**src/rtl/key_dispatcher_pkg.sv**
```systemverilog
// rtl/key_dispatcher_pkg.sv - shared types and defaults for the RC4 key dispatcher
// Purpose: dispatcher FSM state encoding and default key-space constants.
// Ports: none (package).
package key_dispatcher_pkg;

   typedef enum logic [1:0] {
      IDLE      = 2'd0,
      RUN       = 2'd1,
      HALTED    = 2'd2,
      EXHAUSTED = 2'd3
   } disp_state_t;

   localparam int          KEY_WIDTH_DEFAULT = 24;
   localparam logic [23:0] KEY_LIMIT_DEFAULT = 24'h3FFFFF;

endpackage

```
**src/rtl/rr_arbiter.sv**
```systemverilog
// rtl/rr_arbiter.sv - round-robin arbiter with masking and a registered pointer
// Purpose: pick the first unmasked requester at or after the pointer, cyclically.
// Ports:
//   clk, resetn : clock, synchronous active-low reset
//   clr         : force the pointer back to 0
//   req         : per-requester request
//   mask        : requesters excluded from this cycle's arbitration
//   advance     : winner is taken this cycle; move pointer past it
//   winner      : one-hot combinational winner (all zero when nobody eligible)
module rr_arbiter #(
   parameter int N = 4
) (
   input  logic         clk,
   input  logic         resetn,
   input  logic         clr,
   input  logic [N-1:0] req,
   input  logic [N-1:0] mask,
   input  logic         advance,
   output logic [N-1:0] winner
);

   localparam int PTR_W = (N > 1) ? $clog2(N) : 1;

   logic [PTR_W-1:0] ptr_q;
   logic [PTR_W-1:0] ptr_d;
   logic [N-1:0]     req_m;
   logic [PTR_W-1:0] win_idx;
   logic             hit;
   logic [PTR_W:0]   sum;
   logic [PTR_W-1:0] idx;

   assign req_m = req & ~mask;

   // Scan N positions starting at the pointer; the first eligible one wins.
   always_comb begin
      winner  = '0;
      win_idx = '0;
      hit     = 1'b0;
      sum     = '0;
      idx     = '0;
      for (int i = 0; i < N; i++) begin
         sum = {1'b0, ptr_q} + (PTR_W+1)'(i);
         if (sum >= (PTR_W+1)'(N)) begin
            sum = sum - (PTR_W+1)'(N);
         end
         idx = sum[PTR_W-1:0];
         if (!hit && req_m[idx]) begin
            hit         = 1'b1;
            winner[idx] = 1'b1;
            win_idx     = idx;
         end
      end
   end

   always_comb begin
      ptr_d = ptr_q;
      if (clr) begin
         ptr_d = '0;
      end else if (advance && hit) begin
         if (win_idx == PTR_W'(N - 1)) begin
            ptr_d = '0;
         end else begin
            ptr_d = win_idx + PTR_W'(1);
         end
      end
   end

   always_ff @(posedge clk) begin
      if (!resetn) begin
         ptr_q <= '0;
      end else begin
         ptr_q <= ptr_d;
      end
   end

endmodule

```
**src/rtl/key_dispatcher.sv**
```systemverilog
// rtl/key_dispatcher.sv - shared-counter key dispatcher for the multi-core RC4 search
// Purpose: hand out keys 0..KEY_LIMIT to requesting cores, one grant per cycle,
//          round-robin; stop on found or when the key space is used up.
// Ports:
//   inclk, reset_n : clock, synchronous active-low reset
//   start          : pulse; (re)starts dispatch from key 0 (ignored while running)
//   found          : a core has matched; halts dispatch
//   req            : per-core key request (level)
//   grant          : one-hot, one-cycle pulse to the core receiving key_out
//   key_out        : key issued with grant; holds between grants
//   busy           : dispatch running
//   exhausted      : last key was issued without a match (sticky)
//   halted         : dispatch stopped by found (sticky)
module key_dispatcher
   import key_dispatcher_pkg::*;
#(
   parameter int                   N_CORES   = 4,
   parameter int                   KEY_WIDTH = KEY_WIDTH_DEFAULT,
   parameter logic [KEY_WIDTH-1:0] KEY_LIMIT = KEY_LIMIT_DEFAULT
) (
   input  logic                 inclk,
   input  logic                 reset_n,
   input  logic                 start,
   input  logic                 found,
   input  logic [N_CORES-1:0]   req,
   output logic [N_CORES-1:0]   grant,
   output logic [KEY_WIDTH-1:0] key_out,
   output logic                 busy,
   output logic                 exhausted,
   output logic                 halted
);

   disp_state_t          state_q, state_d;
   logic [KEY_WIDTH-1:0] next_key_q, next_key_d;
   logic [KEY_WIDTH-1:0] key_q, key_d;
   logic [N_CORES-1:0]   grant_q, grant_d;

   logic [N_CORES-1:0]   winner;
   logic                 arb_clr;
   logic                 last_issued;
   logic                 take;

   // The final key is on the outputs this cycle; no more grants may follow it.
   assign last_issued = (|grant_q) && (key_q == KEY_LIMIT);

   // found always beats a grant in the same cycle.
   assign take = (state_q == RUN) && !found && !last_issued && (|winner);

   // Cores granted this cycle are masked so a req that is still falling
   // cannot win a second key.
   rr_arbiter #(
      .N (N_CORES)
   ) u_arb (
      .clk     (inclk),
      .resetn  (reset_n),
      .clr     (arb_clr),
      .req     (req),
      .mask    (grant_q),
      .advance (take),
      .winner  (winner)
   );

   always_comb begin
      state_d    = state_q;
      next_key_d = next_key_q;
      key_d      = key_q;
      grant_d    = '0;
      arb_clr    = 1'b0;
      case (state_q)
         IDLE, HALTED, EXHAUSTED: begin
            if (start) begin
               state_d    = RUN;
               next_key_d = '0;
               arb_clr    = 1'b1;
            end
         end
         RUN: begin
            if (found) begin
               state_d = HALTED;
            end else if (last_issued) begin
               state_d = EXHAUSTED;
            end else if (take) begin
               grant_d = winner;
               key_d   = next_key_q;
               // Hold at KEY_LIMIT so the counter never wraps.
               if (next_key_q != KEY_LIMIT) begin
                  next_key_d = next_key_q + KEY_WIDTH'(1);
               end
            end
         end
         default: begin
            state_d = IDLE;
         end
      endcase
   end

   always_ff @(posedge inclk) begin
      if (!reset_n) begin
         state_q    <= IDLE;
         next_key_q <= '0;
         key_q      <= '0;
         grant_q    <= '0;
      end else begin
         state_q    <= state_d;
         next_key_q <= next_key_d;
         key_q      <= key_d;
         grant_q    <= grant_d;
      end
   end

   assign grant     = grant_q;
   assign key_out   = key_q;
   assign busy      = (state_q == RUN);
   assign exhausted = (state_q == EXHAUSTED);
   assign halted    = (state_q == HALTED);

endmodule

```
**config.mk**
```make
export PLATFORM = sky130hd
export DESIGN_NAME = key_dispatcher
export DESIGN_NICKNAME = d
export VERILOG_FILES = /design/src/rtl/key_dispatcher_pkg.sv /design/src/rtl/rr_arbiter.sv /design/src/rtl/key_dispatcher.sv
export SDC_FILE = /design/constraint.sdc
export NUM_CORES = 1
export LEC_CHECK = 0
export ABC_AREA = 1
export CORE_MARGIN = 3
export CORE_UTILIZATION = 51
export CTS_CLUSTER_SIZE = 25
export DETAILED_ROUTE_END_ITERATION = 10
export PLACE_DENSITY = 0.74
export SYNTH_ARGS = -nofsm -noshare
export SYNTH_HDL_FRONTEND = slang
export SYNTH_SLANG_ARGS = --single-unit
```
**constraint.sdc**
```tcl
create_clock -name inclk -period 3 [get_ports inclk]
set_clock_uncertainty 0.1 [all_clocks]
set_input_delay 0.45 -clock inclk [delete_from_list [all_inputs] [get_ports inclk]]
set_output_delay 0.45 -clock inclk [all_outputs]
set_load 0.01 [all_outputs]
```
==> flow_summary.ini, run 1 <==
[route]
num_vias = 3194
routed_wl_um = 7770
routedWlPerCell_um = 13.3
drt_pass1_iterations = 6
avgViaCountPerCell = 5.48
drt-initial-drc-count = 269
drc_errors = 0
ant_nets = 0

[synthesis]
yosys.area_share.adder = 0.0346
yosys.area.top_type = dfxtp_1
seq_area_frac_synth = 0.344
avgSynthCellArea_um2 = 6.87
async_flop_share = 0
synth_top_family_by_area = simple AND/OR/NAND/NOR gates
yosysWarnings = 0
yosys.area_share.simple = 0.389
synth_area_um2 = 3250
synth_cell_types = 30
synth-compound-area-share = 0.102
synthCells = 474
synth_edf_count = 0
synth_top_area_frac = 0.344
syn-num-nets = 491
yosys-top-cells-area = dfxtp_1, nor2_1, nand2_1
synth_xor_area_frac = 0.0565
synth.most_common_cell = nor2_1
synth-main-ff-cell = dfxtp_1
ys_ff_latch = 56
yosys-top-cells-count = nor2_1, nand2_1, dfxtp_1
synth.area.mux_share = 0

[grt]
antenna_found_initial = 0
grt_pass1_vias = 2964
grt_usage = 0.224
grt_overflow_total = 0
grt_max_degree = 30
grt_pass1_wl_um = 13500

[timing]
drv_slew = 0
fmax_mhz = 374
rsz0062_at_grt = no
holdWs_ns = 0.411
relSlewSlack = 0.504
min_period_over_period = 0.891
finalHoldViolations = 0
layout_min_cycle_time_ns = 2.67
setup_violations = 0
tns_ns = 0
worst_slew_pin_slew_ns = 0.743

[die]
core_area_um2 = 6060
placementRows = 28
start_util = 0.537
die_area_um2 = 7380
io_pins = 39
die-width_um = 85.9
die_h_um = 85.9

[clock_network]
clock_sinks = 56
cts_made_buffers = 5
worstSkewPairLatency_ns = 0.32
hold_buffers = 0
cts.repair.resized = 0
clockBufferDepth = 2
cts_root_buffer = clkbuf_8
post-cts-setup-buffers = 0
cts_max_level = 2
cts_tree = done
clk_pin_slew_ns = 0.10

[final_layout]
num_antenna_cells = 0
area_growth_pct = 16.1
nets = 524
fillerInstances = 588
drive_above_1_share = 0.0728
fin_cells = 583

[critical_path]
cp_common_cell = nand2_4
crit_start = u_arb.ptr_q[1]
crit_chain = inv_1 > ha_1 > inv_1 > nand3_1 > nand2_1 > nor2_4 > a21oi_1 > nand3_1 > nor2_2 > nand2_4 > nand2_4 > nand2_4 > nand2_1 > a21oi_1
crit_type = reg -> reg
cp.arrival_ns = 2.74
critPathMaxFanout = 23
slowest_delay_ns = 0.50
slowest_stage = dfxtp_1
start_kind = register
worstPathRequired_ns = 3.07
timing.rr.start = u_arb.ptr_q[1]
critPathCaptureType = register

[min_path]
hp-class = reg -> reg
min_from = key_out[0]

[pwr]
cell_internal_pwr_mw = 1.07
power_switching_share = 0.311
p_clk_frac = 0.276
leakage_nw = 1.35
p_switching_mw = 0.484
combPwrFrac = 0.212
power_mw = 1.56
pwr-share-seq = 0.512
power_density_nw_per_um2 = 412
ir_drop_uv = 251

[placed_design]
io_buffer_count = 38
place.gp.congestion = 0.964
hpwl_um = 5870
dp.cells = 575

[outcome]
outcome = complete, no violations

[job]
maxCapViolations = 0
## sequential cells by signal (all words and copies together), names as in the netlist, named ones only
signal,count
key_out,24
next_key_q,24
grant,4
state_q,2
u_arb.ptr_q,1
## cell families (layout without fill, tap and decap cells)
family,after synthesis,in the layout
AOI/OAI and AO/OA,63,63
xor gates and xnor gates,21,21
adders and majority gates,9,9
buffers and inverters,53,87
DFF,56,56
and+or+nand+nor,272,272
## path summary, 6_finish.rpt
| kind | endpoint | slack [ns] | depth (start not counted) |
|---|---|---|---|
| worst max-delay path | next_key_q[11] | 0.33 | 14 |
| worst min-delay path | key_out[0] | 0.41 | 2 |
| worst max register to register | next_key_q[11] | 0.33 | 14 |
| worst min register to register | key_out[0] | 0.41 | 2 |
## power groups by stage
stage	combinational, mW	clock [mW]	sequential (mW)
2_1_floorplan	0.213	0	0.823
3_3_place_gp	0.327	0	0.814
3_5_place_dp	0.330	0	0.815
4_1_cts	0.331	0.447	0.798
5_1_grt	0.369	0.472	0.803
6_report	0.331	0.429	0.797
## per-stage QoR
step,cell area (um2),setup slack [ns],util
finish,3780,0.327,0.623
global route,3780,0.0689,0.623
CTS,3780,0.364,0.623
detailed placement,3680,0.237,0.608
global placement,3680,0.311,0.608
floorplan,3250,0.612,-
## area by class of cell
cell class / instances / area, um2 / share of cell area
Tap cell: 75 / 93.8 / 0.0248
Clock buffer: 5 / 68.8 / 0.0182
Sequential cell: 56 / 1120 / 0.297
Clock inverter: 3 / 25.0 / 0.00662
Timing Repair Buffer: 46 / 453 / 0.120
Multi-Input combinational cell: 365 / 1890 / 0.501
Inverter: 33 / 124 / 0.0328
## metal layers
metal | routed length (um) | vias up | global-route usage
li1 | - | 1639 | -
met1 | 3840 | 1435 | 0.316
met2 | 3290 | 112 | 0.348
met3 | 552 | 8 | 0.0413
met4 | 86 | 0 | 0.0619
met5 | 0 | - | 0
## worst max-delay path: cells and delay by family, from the launching register on
family | cells | cell delay, ns
AND/OR/NAND/NOR | 9 | 1.14
AO/OA/AOI/OAI | 2 | 0.20
flip-flops | 1 | 0.50
adder cells (fa/ha/maj) | 1 | 0.36
buffers and inverters | 2 | 0.22
## layout by cell type (no fill, tap or decap), types with 2 or more instances in the layout
master / count
a21boi_0: 3
a21oi_1: 30
buf_4: 7
clkbuf_8: 5
clkdlybuf4s50_1: 38
dfxtp_1: 56
ha_1: 9
inv_1: 29
inv_2: 4
inv_6: 2
nand2_1: 73
nand2_2: 4
nand2_4: 6
nand3_1: 53
nand4_1: 19
nor2_1: 92
nor2_2: 2
nor3_1: 12
nor4_1: 6
o21ai_0: 26
o21ai_1: 2
xnor2_1: 5
xor2_1: 16
(Power assumes the default switching activity.)
==> run 2, diff against run 1 <==
--- a/config.mk
+++ b/config.mk
@@ -6,6 +6,7 @@
 export NUM_CORES = 1
 export LEC_CHECK = 0
 export ABC_AREA = 1
+export CAP_MARGIN = 40
 export CORE_MARGIN = 3
 export CORE_UTILIZATION = 51
 export CTS_CLUSTER_SIZE = 25
==> constraint.sdc (replaced) <==
create_clock -name inclk -period 2.7 [get_ports inclk]
set_clock_uncertainty 0.1 [all_clocks]
set_input_delay 0.405 -clock inclk [delete_from_list [all_inputs] [get_ports inclk]]
set_output_delay 0.405 -clock inclk [all_outputs]
set_load 0.01 [all_outputs]
==> run 2 against run 1 <==
Net effect:
- first-iteration DRC count rose by 23%
- critical path depth stayed put
- clock-buffer cell count is the same
- largest cell class unchanged
==> flow_summary.ini, run 2 (synthesized netlist as in run 1, its figures left out) <==
[timing]
fin_ws_ns = 0.279
min_period_over_period = 0.897
tns_ns = 0
finalHoldViolations = 0
setup_violations = 0
relSlewSlack = 0.669
drv_slew = 0
fmax_mhz = 413
layout_min_cycle_time_ns = 2.42
holdWs_ns = 0.409
rsz0062_at_grt = no
worst_slew_pin_slew_ns = 0.495

[final_layout]
fillerInstances = 608
nets = 530
final_common_cell = nor2_1
num_antenna_cells = 0
fin_util = 0.632
final_cell_mix = nor2_1, nand2_1, dfxtp_1, nand3_1, clkdlybuf4s50_1
area_growth_pct = 17.6
drive_above_1_share = 0.0837

[route]
routed_wl_um = 8020
drc_errors = 0
drt-initial-drc-count = 332
ant_nets = 0
drt_pass1_iterations = 5
num_vias = 3187
routedWlPerCell_um = 13.6
avgViaCountPerCell = 5.41

[pwr]
p_clk_frac = 0.275
power_density_nw_per_um2 = 455
ir_drop_uv = 351
power_switching_share = 0.312
power_mw = 1.74
leakage_nw = 1.38
pwr-share-seq = 0.507
combPwrFrac = 0.218
cell_internal_pwr_mw = 1.20
p_switching_mw = 0.544

[placed_design]
hpwl_um = 6160
place.gp.congestion = 0.942
io_buffer_count = 38
pre_cts_ws_ns = 0.0332

[grt]
grt_max_degree = 30
antenna_found_initial = 0
grt_overflow_total = 0
grt_pass1_wl_um = 13800
grt_pass1_vias = 2906
grt_usage = 0.229

[clock_network]
cts_tree = done
clockBufferDepth = 2
clock_sinks = 56
cts_root_buffer = clkbuf_8
clk_pin_slew_ns = 0.11
cts_made_buffers = 5
cts_max_level = 2
worstSkewPairLatency_ns = 0.31
post-cts-setup-buffers = 0

[die]
core_area_um2 = 6060
die-width_um = 85.9
die_area_um2 = 7380
die_h_um = 85.9
start_util = 0.537
placementRows = 28
io_pins = 39

[critical_path]
reg2reg_slack_ns = 0.28
critPathBufInv = 3
critPathMaxFanout = 20
crit_family = simple AND/OR/NAND/NOR gates
crit_chain = inv_2 > ha_1 > inv_1 > nand3_1 > nand2_1 > nor2_4 > a21oi_1 > nand3_1 > nor2_2 > nand2_4 > nand2_4 > buf_4 > o21ai_0 > nor2_1
cp.arrival_ns = 2.53
start_kind = register
slowest_stage = ha_1
slowest_delay_ns = 0.38
worstPathRequired_ns = 2.81
crit_type = reg -> reg
critPathCaptureType = register

[job]
maxCapViolations = 0

[outcome]
outcome = complete, no violations

[min_path]
hp-class = reg -> reg
-- run 2: final timing paths --
check,from,cells after the start,to
worst max register to register,register,14,key_out[8]
worst min register to register,key_out[22],2,key_out[22]
worst max-delay path,register,14,key_out[8]
worst min-delay path,key_out[22],2,key_out[22]
-- run 2: power groups by stage --
stage,Combinational [mW],Sequential [mW],Clock (mW)
after detailed placement,0.378,0.903,0
after floorplan,0.237,0.914,0
after global routing,0.425,0.888,0.525
final,0.380,0.883,0.479
after CTS,0.379,0.883,0.492
after global placement,0.375,0.902,0
-- run 2: what timing repair did --
item / CTS / global route
setup endpoints to repair: 0 / 4
hold buffers: 0 / 0
resized for setup: 0 / 2
-- run 2: layer usage --
| layer | up-vias | track usage | part of all wire |
|---|---|---|---|
| met5 | - | 0 | 0 |
| met2 | 112 | 0.344 | 0.42 |
| met3 | 7 | 0.0375 | 0.076 |
| met4 | 0 | 0.0475 | 0.0074 |
| li1 | 1645 | - | - |
| met1 | 1423 | 0.343 | 0.50 |
-- run 2: metrics by stage --
step	std cells	instance area, um2
floorplan	474	3250
finish	589	3830
global placement	581	3730
CTS	589	3820
detailed placement	581	3730
global route	589	3830
-- run 2: final cells by class --
class,count,area [um2],share of cell area
Clock buffer,5,68.8,0.0180
Tap cell,75,93.8,0.0245
Timing Repair Buffer,52,498,0.130
Clock inverter,3,26.3,0.00686
Multi-Input combinational cell,365,1890,0.495
Sequential cell,56,1120,0.293
Inverter,33,126,0.0330
-- run 2: worst reg2reg max path, stage by stage (launching register included) --
cell and delay (ns):
dfxtp_1 0.36, inv_2 0.04, ha_1 0.38, inv_1 0.10, nand3_1 0.09, nand2_1 0.09, nor2_4 0.20, a21oi_1 0.10
nand3_1 0.13, nor2_2 0.06, nand2_4 0.10, nand2_4 0.09, buf_4 0.20, o21ai_0 0.23, nor2_1 0.06
==> run 3, diff against run 2 <==
--- a/config.mk
+++ b/config.mk
@@ -7,11 +7,13 @@
 export LEC_CHECK = 0
 export ABC_AREA = 1
 export CAP_MARGIN = 40
+export CELL_PAD_IN_SITES_DETAIL_PLACEMENT = 1
+export CELL_PAD_IN_SITES_GLOBAL_PLACEMENT = 1
 export CORE_MARGIN = 3
-export CORE_UTILIZATION = 51
+export CORE_UTILIZATION = 40
 export CTS_CLUSTER_SIZE = 25
 export DETAILED_ROUTE_END_ITERATION = 10
-export PLACE_DENSITY = 0.74
+export PLACE_DENSITY_LB_ADDON = 0.1
 export SYNTH_ARGS = -nofsm -noshare
 export SYNTH_HDL_FRONTEND = slang
 export SYNTH_SLANG_ARGS = --single-unit
==> run 3 against run 2 <==
Net effect:
- global-route usage is 1.3 points lower
- cell count is 4.9% higher
- via count is 2.3% higher
- highest routed layer unchanged
- clock-buffer cell count stayed put
- die area is 25% higher
- core utilization is 14 points lower
- largest cell class unchanged
- worst setup slack worse by 0.041 ns
- wire length is 17% higher
- sequential share of layout area is 0.31 points lower
- non-clock buffer count is 2 higher
==> flow_summary.ini, run 3 (synthesized netlist as in run 1, its figures left out) <==
[pwr]
power_density_nw_per_um2 = 456
power_mw = 1.76
leakage_nw = 1.39
ir_drop_uv = 195

[timing]
holdWs_ns = 0.416
setup_violations = 0
relSlewSlack = 0.695
worst_slew_pin_slew_ns = 0.453
finalHoldViolations = 0
rsz0062_at_grt = no
layout_min_cycle_time_ns = 2.46
fmax_mhz = 406
drv_slew = 0
min_period_over_period = 0.912

[clock_network]
clockBufferDepth = 2
cts_root_buffer = clkbuf_8
worstSkewPairLatency_ns = 0.33
clk_pin_slew_ns = 0.11
cts_tree = done
cts_made_buffers = 5
cts_max_level = 2
clock_sinks = 56

[route]
dr_wl_met2_um = 4220
route.met3.wl_um = 431
routedWlPerCell_um = 15.2
routed.top_layer = met4
wl_met1_um = 4670
routed_wl_um = 9390
num_vias = 3260
drt_pass1_iterations = 4
avgViaCountPerCell = 5.28
drt-initial-drc-count = 166
drc_errors = 0
ant_nets = 0

[final_layout]
nets = 532
fin_cells = 618
drive_above_1_share = 0.0872
final_cell_mix = nor2_1, nand2_1, dfxtp_1, nand3_1, clkdlybuf4s50_1
num_antenna_cells = 0
final_common_cell = nor2_1
fin_area_um2 = 3870
area_growth_pct = 18.9
fin_util = 0.496

[critical_path]
start_kind = register
crit_family = simple AND/OR/NAND/NOR gates
critPathBufInv = 3
cp.arrival_ns = 2.61
cp_common_cell = nand3_1
reg2reg_slack_ns = 0.24
crit_chain = inv_2 > ha_1 > inv_1 > nand3_1 > nand2_1 > nor2_4 > a21oi_1 > nand3_1 > nor2_2 > nand2_4 > nand2_4 > buf_4 > nand3_1 > a21oi_1
slowest_delay_ns = 0.38
slowest_stage = ha_1
critPathCaptureType = register
ff2ff_path_depth = 14
reg2reg_to = next_key_q[6]
worstPathRequired_ns = 2.85
critPathMaxFanout = 11
crit_type = reg -> reg

[placed_design]
io_buffer_count = 38
hpwl_um = 7320
dpl_cell_area_um2 = 3770
place.gp.congestion = 0.873
dp.cells = 610

[die]
die_h_um = 96.2
die_area_um2 = 9250
die-width_um = 96.2
placementRows = 32
io_pins = 39
core_area_um2 = 7810
start_util = 0.417

[grt]
grt_pass1_wl_um = 15700
antenna_found_initial = 0
grt_max_degree = 29
grt_usage = 0.216
grt_pass1_vias = 3197
grt_overflow_total = 0

[job]
maxCapViolations = 0

[min_path]
min_path_cells = 2
min_from = key_out[12]
min_to = key_out[12]
hp-class = reg -> reg

[outcome]
outcome = complete, no violations
==> run 3: area by class of cell <==
cell class / instances / area, um2
fillers: 1035 / 3940
multi-input cells: 365 / 1890
flip-flops and latches: 56 / 1120
repair buffers: 54 / 504
well taps: 102 / 128
inverters: 33 / 126
clock buffers: 5 / 68.8
clock inverters: 3 / 27.5
==> run 3: routing by layer <==
| layer | global-route usage | vias to the layer above |
|---|---|---|
| met5 | 0 | - |
| met4 | 0.0462 | 0 |
| met3 | 0.0281 | 6 |
| met2 | 0.350 | 73 |
| met1 | 0.305 | 1537 |
| li1 | - | 1644 |
==> run 3: power breakdown <==
group          leakage [nW]  internal, mW  switching, mW
Combinational         0.888         0.147          0.237
Sequential            0.454         0.859         0.0256
Clock                0.0463         0.191          0.304
==> run 3: repair_timing <==
item / CTS / global route
resized for setup: 0 / 3
buffers inserted: 0 / 0
endpoints found under the setup margin: 0 / 4
hold buffers: 0 / 0
endpoints found under the hold margin: 0 / 0
==> run 3: per-stage QoR <==
stage               setup slack (ns)   TNS, ns
floorplan                      0.312         0
global placement               0.121         0
detailed placement          -0.00630  -0.00630
CTS                            0.125         0
global route                 0.00557         0
finish                         0.237         0
==> run 3: worst max-delay path by stage <==
stage | to | cells past startpoint | slack, ns | startpoint
floorplan | key_out[13] | 15 | 0.31 | register
global placement | grant[2] | 14 | 0.12 | req[2]
detailed placement | grant[2] | 14 | -0.006 | req[3]
CTS | grant[2] | 14 | 0.13 | register
global route | next_key_q[6] | 14 | 0.006 | register
finish | next_key_q[6] | 14 | 0.24 | register
==> run 3: tightest hold or removal path, cell delays in order, from the launching register on <==
cell	delay [ns]
dfxtp_1	0.34
nor2_1	0.10
nor2_1	0.05
